--- config.mk ---
export PLATFORM = sky130hd
export DESIGN_NAME = sparce_sasa_table
export DESIGN_NICKNAME = d
export VERILOG_FILES = /design/src/rtl/sparce_sasa_table.sv
export SDC_FILE = /design/constraint.sdc
export NUM_CORES = 1
export LEC_CHECK = 0
export ABC_AREA = 1
export CORE_MARGIN = 2
export CORE_UTILIZATION = 53
export DETAILED_ROUTE_END_ITERATION = 10
export PLACE_DENSITY_LB_ADDON = 0.05
export SLEW_MARGIN = 20
export SYNTH_ARGS = -nofsm -noshare
export SYNTH_HDL_FRONTEND = slang
export SYNTH_SLANG_ARGS = --single-unit
--- constraint.sdc ---
create_clock -name CLK -period 5.15 [get_ports CLK]
set_clock_uncertainty 0.15 [all_clocks]
set_input_delay 1.03 -clock CLK [delete_from_list [all_inputs] [get_ports CLK]]
set_output_delay 1.03 -clock CLK [all_outputs]
set_load 0.01 [all_outputs]
--- src/rtl/sparce_sasa_table.sv ---
// Sparsity-aware skip address table: a memory-mapped two-word write port programs
// direct-mapped skip descriptors, and fetch PCs look them up with one cycle of latency.
module sparce_sasa_table #(
    parameter int          SASA_ENTRIES = 16,
    parameter logic [31:0] SASA_ADDR    = 32'h0000_1000
) (
    input  logic        CLK,
    input  logic        RST,
    input  logic [31:0] pc,
    input  logic        if_ex_enable,
    input  logic [31:0] sasa_addr,
    input  logic [31:0] sasa_data,
    input  logic        sasa_wen,
    output logic        hit,
    output logic [4:0]  rs1,
    output logic [4:0]  rs2,
    output logic [4:0]  insts,
    output logic        cond,
    output logic        wr_pending
);

    localparam int IDX   = $clog2(SASA_ENTRIES);
    localparam int TAG_W = 30 - IDX;

    typedef enum logic {
        IDLE,
        HAVE_PC
    } wr_state_t;

    typedef struct packed {
        logic [TAG_W-1:0] tag;
        logic [4:0]       rs1;
        logic [4:0]       rs2;
        logic [4:0]       insts;
        logic             cond;
    } entry_t;

    wr_state_t               state_q;
    logic [29:0]             pc_q;
    logic [SASA_ENTRIES-1:0] valid_q;
    entry_t                  table_q [SASA_ENTRIES];

    logic             wr_word0;
    logic             wr_word1;
    logic             wr_clear;
    logic             commit;
    logic [IDX-1:0]   wr_idx;
    logic [TAG_W-1:0] wr_tag;
    logic [IDX-1:0]   lk_idx;
    logic [TAG_W-1:0] lk_tag;
    logic             lk_hit;
    entry_t           lk_entry;

    assign wr_word0 = sasa_wen && (sasa_addr == SASA_ADDR);
    assign wr_word1 = sasa_wen && (sasa_addr == SASA_ADDR + 32'd4);
    assign wr_clear = sasa_wen && (sasa_addr == SASA_ADDR + 32'd8);
    assign commit   = wr_word1 && (state_q == HAVE_PC);

    assign wr_idx   = pc_q[IDX-1:0];
    assign wr_tag   = pc_q[29:IDX];
    assign lk_idx   = pc[IDX+1:2];
    assign lk_tag   = pc[31:IDX+2];
    assign lk_entry = table_q[lk_idx];
    assign lk_hit   = valid_q[lk_idx] && (lk_entry.tag == lk_tag);

    // Write-sequence control and valid bits; the clear and word0/word1 addresses are disjoint.
    always_ff @(posedge CLK) begin
        if (RST) begin
            state_q    <= IDLE;
            pc_q       <= '0;
            valid_q    <= '0;
            wr_pending <= 1'b0;
        end else if (wr_clear) begin
            state_q    <= IDLE;
            valid_q    <= '0;
            wr_pending <= 1'b0;
        end else if (wr_word0) begin
            state_q    <= HAVE_PC;
            pc_q       <= sasa_data[31:2];
            wr_pending <= 1'b1;
        end else if (commit) begin
            state_q         <= IDLE;
            valid_q[wr_idx] <= sasa_data[16];
            wr_pending      <= 1'b0;
        end
    end

    // NOTE: the descriptor array has no reset; the valid bits alone decide whether an entry is live.
    always_ff @(posedge CLK) begin
        if (commit && !RST) begin
            table_q[wr_idx] <= '{tag:   wr_tag,
                                 rs1:   sasa_data[4:0],
                                 rs2:   sasa_data[9:5],
                                 insts: sasa_data[14:10],
                                 cond:  sasa_data[15]};
        end
    end

    // NOTE: non-blocking updates make the lookup read pre-write/pre-clear contents on the same edge.
    always_ff @(posedge CLK) begin
        if (RST) begin
            hit   <= 1'b0;
            rs1   <= '0;
            rs2   <= '0;
            insts <= '0;
            cond  <= 1'b0;
        end else if (if_ex_enable) begin
            hit   <= lk_hit;
            rs1   <= lk_hit ? lk_entry.rs1   : 5'd0;
            rs2   <= lk_hit ? lk_entry.rs2   : 5'd0;
            insts <= lk_hit ? lk_entry.insts : 5'd0;
            cond  <= lk_hit && lk_entry.cond;
        end
    end

    logic unused_bits;
    assign unused_bits = &{1'b0, pc[1:0], sasa_data[1:0], sasa_data[31:17]};

endmodule

==> results of run 1 <==
[layout make-up]
type                       count  area share (%)
multi-input combinational   1580           21.17
clock buffer                 112           6.207
inverter                     209           2.293
sequential                   736           61.65
tap                          756           2.717
timing repair buffer         176           5.240
clock inverter                26          0.7260
[cell families (layout without fill, tap and decap cells)]
kind of cell | after synthesis | count (layout)
buf+inv | 369 | 523
compound gates | 417 | 417
simple gates | 1163 | 1163
flops | 736 | 736
[critical path, delay by kind of cell]
| kind | cells | cell delay, ns |
|---|---|---|
| buffers and inverters | 2 | 0.94 |
| and+or+nand+nor | 7 | 1.81 |
[layout by cell type (no fill, tap or decap), drive strengths merged]
cell type / Yosys / routed
o21ai: 144 / 144
nand2: 691 / 691
a21oi: 174 / 174
nor2: 197 / 197
and3: 1 / 1
clkdlybuf4s50: 0 / 110
nor4: 2 / 2
nor3b: 1 / 1
nand4: 7 / 7
bufinv: 0 / 5
clkinvlp: 0 / 2
a211oi: 2 / 2
a221oi: 63 / 63
and2: 1 / 1
edfxtp: 672 / 672
o211ai: 31 / 31
clkinv: 2 / 20
nand3: 251 / 251
nor3: 6 / 6
nand3b: 4 / 4
inv: 207 / 208
o31ai: 1 / 1
clkbuf: 55 / 112
dfxtp: 64 / 64
or2: 2 / 2
buf: 105 / 66
a31oi: 1 / 1
a21o: 1 / 1
[report_power, final]
part	internal, mW	total (mW)	switching (mW)	leakage, nW
Combinational	0.223	0.672	0.449	5.67
Clock	3.15	5.37	2.21	1.17
Sequential	6.45	6.45	0.000000000857	5.68
[layer usage]
| metal | track usage (%) | up-vias | wire (µm) |
|---|---|---|---|
| li1 | - | 9521 | - |
| met1 | 37.48 | 9983 | 33990 |
| met2 | 44.17 | 703 | 38500 |
| met3 | 4.010 | 134 | 5470 |
| met4 | 9.254 | 0 | 2203 |
| met5 | 0 | - | 0 |
[final timing paths]
kind / start / endpoint / cells after the start / slack [ns]
setup reg to reg: table_q[10][40]$_DFFE_PP_ / insts[0]$_SDFFE_PP0P_ / 14 / 2.74
hold / removal: valid_q[12]$_SDFFE_PP0P_ / valid_q[12]$_SDFFE_PP0P_ / 2 / 0.29
hold reg to reg: valid_q[12]$_SDFFE_PP0P_ / valid_q[12]$_SDFFE_PP0P_ / 2 / 0.29
setup / recovery: sasa_addr[5] / table_q[11][36]$_DFFE_PP_ / 9 / 1.42
[registers in the layout, summed over array words and instances, names as in the netlist]
register,count
hit,1
table_q,672
cond,1
state_q,1
insts,5
rs1,5
rs2,5
pc_q,30
valid_q,16
==> results.rst, run 1 <==
.. list-table::
   :header-rows: 1

   * - Metric
     - Value
   * - Multiplexer area fraction after synthesis
     - 0%
   * - Most frequently used cell type in the post-synthesis netlist
     - nand2_1
   * - Final number of max-transition violations
     - 0
   * - Pre-CTS worst setup slack
     - 0.8784 ns
   * - Setup WS post-layout
     - 1.417 ns
   * - Number of synthesized flops with an enable pin
     - 672
   * - Placement Cell Area
     - 32,400 µm²
   * - Buffer type at the clock tree root
     - clkbuf_16
   * - Avg Synthesized Cell Area
     - 11.33 µm²
   * - Worst supply voltage drop on vdd
     - 0.2603 mV
   * - Yosys top cell area share
     - 66.35%
   * - Top cell types by occurrence after synthesis
     - nand2_1 (691), edfxtp_1 (672), nand3_1 (242)
   * - Final nets
     - 2,880
   * - Number of placement rows
     - 87
   * - Adder-cell share of the synthesized area
     - 0%
   * - DRT iter0 DRCs
     - 2,145
   * - Routed wire length per instance
     - 22.30 µm
   * - Fraction of registers with async set or reset after synthesis
     - 0%
   * - Number of antenna violations at the first check in global routing
     - 0
   * - Slew Limit Headroom
     - 28.82%
   * - Sequential cell area
     - 21,460 µm²
   * - Core area
     - 56,600 µm²
   * - Total wirelength of the detailed-routed design
     - 80,160 µm
   * - Clock buffers created by TritonCTS
     - 77
   * - All-Layer GR Usage
     - 27.07%
   * - Setup Viol. Count Final
     - 0
   * - Data arrival time at the worst-slack endpoint
     - 3.82 ns
   * - Ys Warns
     - 0
   * - Final period util
     - 72.49%
   * - Total grt overflow
     - 0
   * - Aggregate negative setup slack
     - 0 ns
   * - Total power per unit cell area
     - 359.0 nW/µm²
   * - Final Power
     - 12.50 mW
   * - Number of inserted diodes
     - 0
   * - Placed cell count
     - 3,457
   * - Combined area of the multi-input logic cells
     - 7370 µm²
   * - Element type at the critical path start
     - primary input
   * - Detailed-route via count
     - 20.34k
   * - Cts-stage hold buffer count
     - 0
   * - Number of standard cells after synthesis
     - 2,685
   * - Sinks on the clock net
     - 736
   * - Most used DFF post-synth
     - edfxtp_1
   * - Count of port buffers added during placement
     - 115
   * - Synth area leader
     - edfxtp_1
   * - Post-synthesis share of cell area spent on xor and xnor gates
     - 0%
   * - Finished Layout Cells
     - 3,595
   * - Maximum buffer depth of the clock tree
     - 3
   * - Final hold violation count
     - 0
   * - Die width
     - 243.5 µm
   * - Final antenna-violating net count
     - 0
   * - Pleak
     - 12.53 nW
   * - Number of global-route vias before repair
     - 19.31k
   * - Setup repair after global routing missed its margin
     - no
   * - Insertion delay to the later sink of the worst-skew pair
     - 0.62 ns
   * - Starting utilization of the core area
     - 53.73%
   * - Sequential fraction of the synthesis area
     - 70.57%
   * - H-tree level count
     - 3
   * - Fraction of the mapped netlist area in simple logic gates
     - 15.79%
   * - CTS tree
     - yes
   * - Largest net degree at the start of global routing
     - 118
   * - Critical path cell sequence
     - clkdlybuf4s50_1 -> nor4_1 -> nand3_1 -> nor3_1 -> nand2_1 -> nor3_1 -> nand2_1 -> nor2_4 -> buf_4
   * - Post-Syn Nets
     - 2,785
   * - Floorplan die area
     - 59,310 µm²
   * - Critical path class
     - in -> reg
   * - Die span in y
     - 243.5 µm
   * - Post-route worst hold slack
     - 0.2948 ns
   * - Routability congestion estimate from global placement
     - 0.7920
   * - Maxcap violations
     - 0
   * - Final instance area
     - 34,810 µm²
   * - # resized after CTS
     - 0
   * - Cell with the largest stage delay on the worst path
     - buf_4
   * - Delay of the slowest critical-path stage
     - 0.54 ns
   * - Largest family of logic cells by synthesized area
     - simple AND/OR/NAND/NOR gates
   * - I/O pin count
     - 118
   * - Fillers
     - 4,512
   * - Final core utilization
     - 61.50%
   * - Highest attainable clock frequency
     - 0.2678 GHz
   * - Clock slew at the register clock pins of the worst setup and hold paths
     - 0.06 ns
   * - Netlist area before placement
     - 30,410 µm²
   * - Endpoint type of the worst setup path
     - flop
   * - Ranking of synthesized cells by area
     - edfxtp_1 (66%), nand2_1 (8.5%), dfxtp_1 (4.2%)
   * - Synthesized-area fraction occupied by ao, oa, aoi and oai cells
     - 8.043%
   * - Buffers inserted by post-CTS timing repair
     - 0
   * - Data required time at the worst endpoint
     - 5.24 ns
   * - Via density
     - 5.658
   * - Number of distinct library cell variants in the gate-level netlist after synthesis
     - 38
   * - Slew of the pin with the lowest slew margin
     - 1.068 ns
   * - Top fanout value on the critical path
     - 26
   * - HPWL reported at the end of detailed placement
     - 43,120 µm
   * - Path category of the worst min-delay check
     - reg -> reg
   * - Number of synthesized register bits
     - 736
   * - Wire length of the first global-routing pass
     - 119,600 µm
   * - Layout cells sized above 1
     - 7.397%
   * - 1st-pass router iterations
     - 5
   * - Run status
     - finished, final reports clean
   * - DRC violation count after routing
     - 0
   * - Area added between synthesis and finish
     - 14.47%
   * - Min Tclk post-route
     - 3.733 ns
Power figures use the tool's default switching activity.
==> inputs of run 2 (changes only) <==
- clock period: 5.15 -> 3.5 ns (I/O delays scaled with it)
==> results.rst, run 2 (synthesis results as in run 1) <==
.. list-table::
   :header-rows: 1

   * - Metric
     - Value
   * - 1st-pass router iterations
     - 5 (unchanged)
   * - Worst supply voltage drop on vdd
     - 0.4515 mV (+73%)
   * - Buffer type at the clock tree root
     - clkbuf_16
   * - Switching power as a share of total power
     - 21.83% (+0.52 points)
   * - Register name with the most flops
     - table_q
   * - Element type at the critical path start
     - primary input
   * - Detailed-route via count
     - 20.39k (+0.24%)
   * - Sinks on the clock net
     - 736 (unchanged)
   * - Registers with the highest flip-flop counts
     - table_q x672, pc_q x30, valid_q x16
   * - Internal cell power
     - 14.14 mW (+44%)
   * - Die span in y
     - 243.5 µm (unchanged)
   * - Share of total power in sequential cells
     - 52.5% (+0.8 points)
   * - Worst Path Buf+Inv
     - 3 (+1)
   * - Endpoint type of the worst setup path
     - flop
   * - Total wirelength of the detailed-routed design
     - 79,670 µm (-0.62%)
   * - Post-route worst hold slack
     - 0.2969 ns (+0.002143 ns)
   * - # resized after CTS
     - 0 (unchanged)
   * - All-Layer GR Usage
     - 27.02% (-0.058 points)
   * - Core area
     - 56,600 µm² (unchanged)
   * - Delay of the slowest critical-path stage
     - 0.46 ns (-0.08 ns)
   * - Count of port buffers added during placement
     - 115 (unchanged)
   * - Number of placement rows
     - 87 (unchanged)
   * - Pre-CTS worst setup slack
     - -0.01420 ns (-0.8926 ns)
   * - Final instance area
     - 35,380 µm² (+1.6%)
   * - Largest register FFs
     - 672 (unchanged)
   * - Total power per unit cell area
     - 511.2 nW/µm² (+42%)
   * - Wire length of the first global-routing pass
     - 120,400 µm (+0.66%)
   * - Highest attainable clock frequency
     - 0.3421 GHz
   * - Largest net degree at the start of global routing
     - 79 (-33%)
   * - Area added between synthesis and finish
     - 16.35%
   * - Layout cells sized above 1
     - 8.696% (+1.3 points)
   * - CTS tree
     - yes
   * - Via density
     - 5.614 (-0.79%)
   * - Most common cell after layout, fill and taps aside
     - nand2_1
   * - DRC violation count after routing
     - 0 (unchanged)
   * - DRT iter0 DRCs
     - 1,663 (-22%)
   * - Top fanout value on the critical path
     - 24 (-7.7%)
   * - Pleak
     - 12.78 nW (+2.0%)
   * - Critical path class
     - in -> reg
   * - Min Tclk post-route
     - 2.923 ns
   * - Data arrival time at the worst-slack endpoint
     - 3.06 ns (-0.76 ns)
   * - Fraction of power consumed by the clock network
     - 41.8% (-1.2 points)
   * - Total grt overflow
     - 0 (unchanged)
   * - Buffers inserted by post-CTS timing repair
     - 0 (unchanged)
   * - Number of global-route vias before repair
     - 19.49k (+0.90%)
   * - RR Startpoint
     - table_q[8][31]$_DFFE_PP_
   * - Most frequent cells in the layout
     - nand2_1 (691), edfxtp_1 (672), nand3_1 (242)
   * - Insertion delay to the later sink of the worst-skew pair
     - 0.62 ns (about the same)
   * - Hold path startpoint
     - valid_q[4]$_SDFFE_PP0P_
   * - Final period util
     - 83.52%
   * - Maximum buffer depth of the clock tree
     - 3 (unchanged)
   * - Starting utilization of the core area
     - 53.73% (unchanged)
   * - Setup WS post-layout
     - 0.5767 ns (-0.8399 ns)
   * - Clock slew at the register clock pins of the worst setup and hold paths
     - 0.06 ns (about the same)
   * - Startpoint of the most critical setup path
     - sasa_addr[5]
   * - Run status
     - finished, final reports clean
   * - Cell with the largest stage delay on the worst path
     - nor4_1
   * - Switching power
     - 3.949 mW (+48%)
   * - HPWL reported at the end of detailed placement
     - 45,590 µm (+5.7%)
   * - Final antenna-violating net count
     - 0 (unchanged)
   * - Maxcap violations
     - 0 (unchanged)
   * - Die width
     - 243.5 µm (unchanged)
   * - Cts-stage hold buffer count
     - 0 (unchanged)
   * - Final number of max-transition violations
     - 0 (unchanged)
   * - Slew Limit Headroom
     - 45.30% (+16 points)
   * - Floorplan die area
     - 59,310 µm² (unchanged)
   * - Final hold violation count
     - 0 (unchanged)
   * - Slew of the pin with the lowest slew margin
     - 0.8194 ns (-0.2482 ns)
   * - H-tree level count
     - 3 (unchanged)
   * - Path category of the worst min-delay check
     - reg -> reg
   * - Critical path cell sequence
     - clkdlybuf4s50_1 -> nor4_1 -> nand3_1 -> nor3_1 -> nand2_1 -> nor2_1 -> inv_1 -> nor3_4 -> buf_12
   * - Number of antenna violations at the first check in global routing
     - 1 (+1)
   * - Routed wire length per instance
     - 21.94 µm (-1.6%)
   * - Fillers
     - 4,434 (-1.7%)
   * - Portion of total power attributed to combinational logic
     - 5.7% (+0.3 points)
   * - Routability congestion estimate from global placement
     - 0.8158 (+3.0%)
   * - Setup Viol. Count Final
     - 0 (unchanged)
   * - Clock buffers created by TritonCTS
     - 75 (-2.6%)
   * - Setup repair after global routing missed its margin
     - no
   * - Data required time at the worst endpoint
     - 3.64 ns (-1.60 ns)
   * - Placement Cell Area
     - 33,100 µm² (+2.2%)
   * - Cell family with most CP delay
     - simple AND/OR/NAND/NOR gates
   * - Final nets
     - 2,916 (+1.3%)
   * - I/O pin count
     - 118 (unchanged)
run 2: stage by stage:
stage	utilization (%)	setup TNS (ns)	std cells	power, mW
after detailed placement	58.47	-0.4895	3495	10.71
final	62.51	0	3632	18.09
after global placement	58.47	0	3495	10.70
after global routing	62.51	0	3632	18.64
after floorplan	-	-95.14	2685	10.29
after CTS	62.51	0	3631	18.20
run 2: worst min-delay path, delay by kind of cell (launching register included):
kind | cells | cell delay [ns]
compound gates | 1 | 0.05
buf+inv | 1 | 0.05
flops | 1 | 0.31
run 2: per-layer routing:
layer	vias up	wire length, µm	global-route usage [%]
li1	9597	-	-
met1	9911	34210	38.01
met2	762	38390	44.27
met3	119	5186	3.580
met4	0	1875	8.088
met5	-	0	0
run 2: area by class of cell:
cell class	instances	area (µm²)	share of cell area [%]
Multi-Input combinational cell	1580	7383	20.87
Clock inverter	41	279.0	0.7885
Sequential cell	736	21460	60.65
Timing Repair Buffer	214	2510	7.093
Antenna cell	1	2.502	0.007072
Inverter	209	798.3	2.256
Tap cell	756	945.9	2.673
Clock buffer	95	2004	5.665
run 2: power groups by stage:
| stage | registers [mW] | clock network, mW | logic [mW] |
|---|---|---|---|
| 6_report | 9.50 | 7.56 | 1.04 |
| 5_1_grt | 9.49 | 8.00 | 1.14 |
| 4_1_cts | 9.50 | 7.67 | 1.04 |
| 3_5_place_dp | 9.68 | 0 | 1.03 |
| 3_3_place_gp | 9.68 | 0 | 1.02 |
| 2_1_floorplan | 9.68 | 0 | 0.607 |
run 2: worst paths after layout:
check / to / slack (ns) / cells after the start
max: table_q[15][31]$_DFFE_PP_ / 0.58 / 9
min: valid_q[4]$_SDFFE_PP0P_ / 0.30 / 2
max reg2reg: insts[0]$_SDFFE_PP0P_ / 1.09 / 16
min reg2reg: valid_q[4]$_SDFFE_PP0P_ / 0.30 / 2
==> inputs of run 3 (changes only) <==
- clock period: 3.5 -> 2.9 ns (I/O delays scaled with it)
==> results.rst, run 3 (synthesis results as in run 1) <==
.. list-table::
   :header-rows: 1

   * - Metric
     - Value
   * - Cts-stage hold buffer count
     - 0 (unchanged)
   * - RR Startpoint
     - table_q[7][31]$_DFFE_PP_
   * - Routability congestion estimate from global placement
     - 0.8653 (+6.1%)
   * - Number of antenna violations at the first check in global routing
     - 2 (+1)
   * - 1st-pass router iterations
     - 5 (unchanged)
   * - Starting utilization of the core area
     - 53.73% (unchanged)
   * - Maxcap violations
     - 0 (unchanged)
   * - Most common cell after layout, fill and taps aside
     - nand2_1
   * - Cell with the largest stage delay on the worst path
     - clkdlybuf4s50_1
   * - Final period util
     - 96.06%
   * - Endpoint type of the worst setup path
     - flop
   * - Top fanout value on the critical path
     - 8 (-67%)
   * - H-tree level count
     - 3 (unchanged)
   * - Maximum buffer depth of the clock tree
     - 3 (unchanged)
   * - Placement Cell Area
     - 33,840 µm² (+2.2%)
   * - Wire length of the first global-routing pass
     - 123,400 µm (+2.5%)
   * - Die span in y
     - 243.5 µm (unchanged)
   * - Data arrival time at the worst-slack endpoint
     - 2.94 ns (-0.12 ns)
   * - Capturing instance or port of the critical path
     - table_q[9][13]$_DFFE_PP_
   * - Element type at the critical path start
     - primary input
   * - Total wirelength of the detailed-routed design
     - 81,600 µm (+2.4%)
   * - Largest net degree at the start of global routing
     - 78 (-1.3%)
   * - Die width
     - 243.5 µm (unchanged)
   * - # resized after CTS
     - 0 (unchanged)
   * - DRT iter0 DRCs
     - 1,968 (+18%)
   * - Slew Limit Headroom
     - 40.48% (-4.8 points)
   * - Number of global-route vias before repair
     - 20.62k (+5.8%)
   * - Slew of the pin with the lowest slew margin
     - 0.8917 ns (+0.07223 ns)
   * - Hold path startpoint
     - valid_q[4]$_SDFFE_PP0P_
   * - Pleak
     - 13.29 nW (+4.0%)
   * - HPWL reported at the end of detailed placement
     - 50,980 µm (+12%)
   * - Total grt overflow
     - 0 (unchanged)
   * - Final core utilization
     - 64.19% (+1.7 points)
   * - Cell count of the worst reg-to-reg path
     - 16 (unchanged)
   * - Setup Viol. Count Final
     - 0 (unchanged)
   * - Area added between synthesis and finish
     - 19.48%
   * - Startpoint of the most critical setup path
     - sasa_addr[9]
   * - Insertion delay to the later sink of the worst-skew pair
     - 0.63 ns (about the same)
   * - Sinks on the clock net
     - 736 (unchanged)
   * - Cell seen most often among critical-path stages
     - buf_4
   * - Critical path cell sequence
     - clkdlybuf4s50_1 -> inv_8 -> nand4_1 -> nor3b_2 -> nand3_1 -> nor3_2 -> nand2_2 -> nor3_1 -> buf_4 -> nand2_1 -> nor2_4 -> buf_4 -> buf_12
   * - Clock slew at the register clock pins of the worst setup and hold paths
     - 0.06 ns (about the same)
   * - Highest attainable clock frequency
     - 0.3590 GHz
   * - Delay of the slowest critical-path stage
     - 0.50 ns (+0.04 ns)
   * - Final antenna-violating net count
     - 0 (unchanged)
   * - Register name with the most flops
     - table_q
   * - Slack of the worst reg-to-reg path
     - 0.55 ns (-0.54 ns)
   * - I/O pin count
     - 118 (unchanged)
   * - Layout cells sized above 1
     - 11.78% (+3.1 points)
   * - Detailed-route via count
     - 20.93k (+2.7%)
   * - Final hold violation count
     - 0 (unchanged)
   * - Number of inserted diodes
     - 0 (-1)
   * - All-Layer GR Usage
     - 27.67% (+0.65 points)
   * - Final Power
     - 22.30 mW (+23%)
   * - Path category of the worst min-delay check
     - reg -> reg
   * - Data required time at the worst endpoint
     - 3.06 ns (-0.58 ns)
   * - Largest register FFs
     - 672 (unchanged)
   * - Run status
     - finished, final reports clean
   * - Min Tclk post-route
     - 2.786 ns
   * - Final nets
     - 3,000 (+2.9%)
   * - Clock buffers created by TritonCTS
     - 77 (+2.7%)
   * - Via density
     - 5.630 (+0.29%)
   * - Setup repair after global routing missed its margin
     - no
   * - Number of placement rows
     - 87 (unchanged)
   * - Buffer type at the clock tree root
     - clkbuf_16
   * - Critical path class
     - in -> reg
   * - Registers with the highest flip-flop counts
     - table_q x672, pc_q x30, valid_q x16
   * - Routed wire length per instance
     - 21.95 µm (about the same)
   * - Core area
     - 56,600 µm² (unchanged)
   * - CTS tree
     - yes
   * - DRC violation count after routing
     - 0 (unchanged)
   * - Total power per unit cell area
     - 613.7 nW/µm² (+20%)
   * - Count of port buffers added during placement
     - 115 (unchanged)
   * - Reg-to-reg critical path endpoint
     - insts[1]$_SDFFE_PP0P_
   * - Final number of max-transition violations
     - 0 (unchanged)
   * - Worst supply voltage drop on vdd
     - 0.5067 mV (+12%)
   * - Final instance area
     - 36,340 µm² (+2.7%)
   * - Most frequent cells in the layout
     - nand2_1 (689), edfxtp_1 (672), nand3_1 (242)
   * - Floorplan die area
     - 59,310 µm² (unchanged)
run 3: final cells by class:
type / count / area (µm²)
clock buffer: 107 / 2195
sequential: 736 / 21460
fill: 4429 / 20270
timing repair buffer: 296 / 3256
multi-input combinational: 1580 / 7425
tap: 756 / 945.9
clock inverter: 34 / 241.5
inverter: 209 / 813.3
run 3: worst min path at each step:
| stage | endpoint | slack [ns] | depth (start not counted) |
|---|---|---|---|
| floorplan | valid_q[12]$_SDFFE_PP0P_ | 0.27 | 2 |
| global placement | valid_q[8]$_SDFFE_PP0P_ | 0.28 | 2 |
| detailed placement | valid_q[8]$_SDFFE_PP0P_ | 0.28 | 2 |
| CTS | valid_q[8]$_SDFFE_PP0P_ | 0.29 | 2 |
| global route | valid_q[7]$_SDFFE_PP0P_ | 0.32 | 2 |
| finish | valid_q[4]$_SDFFE_PP0P_ | 0.30 | 2 |
run 3: repair_timing:
item                                    in CTS  in global routing
endpoints found under the setup margin       0                 27
endpoints found under the hold margin        0                  0
setup buffers                                0                  3
run 3: critical path: cells and delay by family:
kind | cells | cell delay (ns)
buf+inv | 5 | 1.11
simple gates | 8 | 1.24
run 3: metrics by stage:
stage | TNS (ns) | setup WS (ns) | hold slack (ns) | std cells
CTS | 0 | 0.1174 | 0.2938 | 3714
finish | 0 | 0.1144 | 0.2967 | 3718
global route | 0 | 0.02973 | 0.3214 | 3718
detailed placement | -270.30 | -0.5303 | 0.2846 | 3573
global placement | -232.68 | -0.4745 | 0.2846 | 3573
floorplan | -56.59 | -0.2595 | 0.2705 | 2685
run 3: where the power goes:
part | total, mW | switching (mW) | leakage [nW] | internal [mW]
registers | 11.5 | 0.00000000179 | 5.68 | 11.5
logic | 1.35 | 0.850 | 6.43 | 0.504
clock network | 9.49 | 4.01 | 1.19 | 5.48
total | 22.3 | 4.86 | 13.3 | 17.4
run 3: routing by layer:
metal / vias to the layer above / global-route usage (%) / share of wire [%]
met2: 828 / 44.20 / 47
met1: 10150 / 38.62 / 42
met5: - / 0 / 0.013
met3: 177 / 3.955 / 7.2
li1: 9780 / - / -
met4: 2 / 11.03 / 3.6
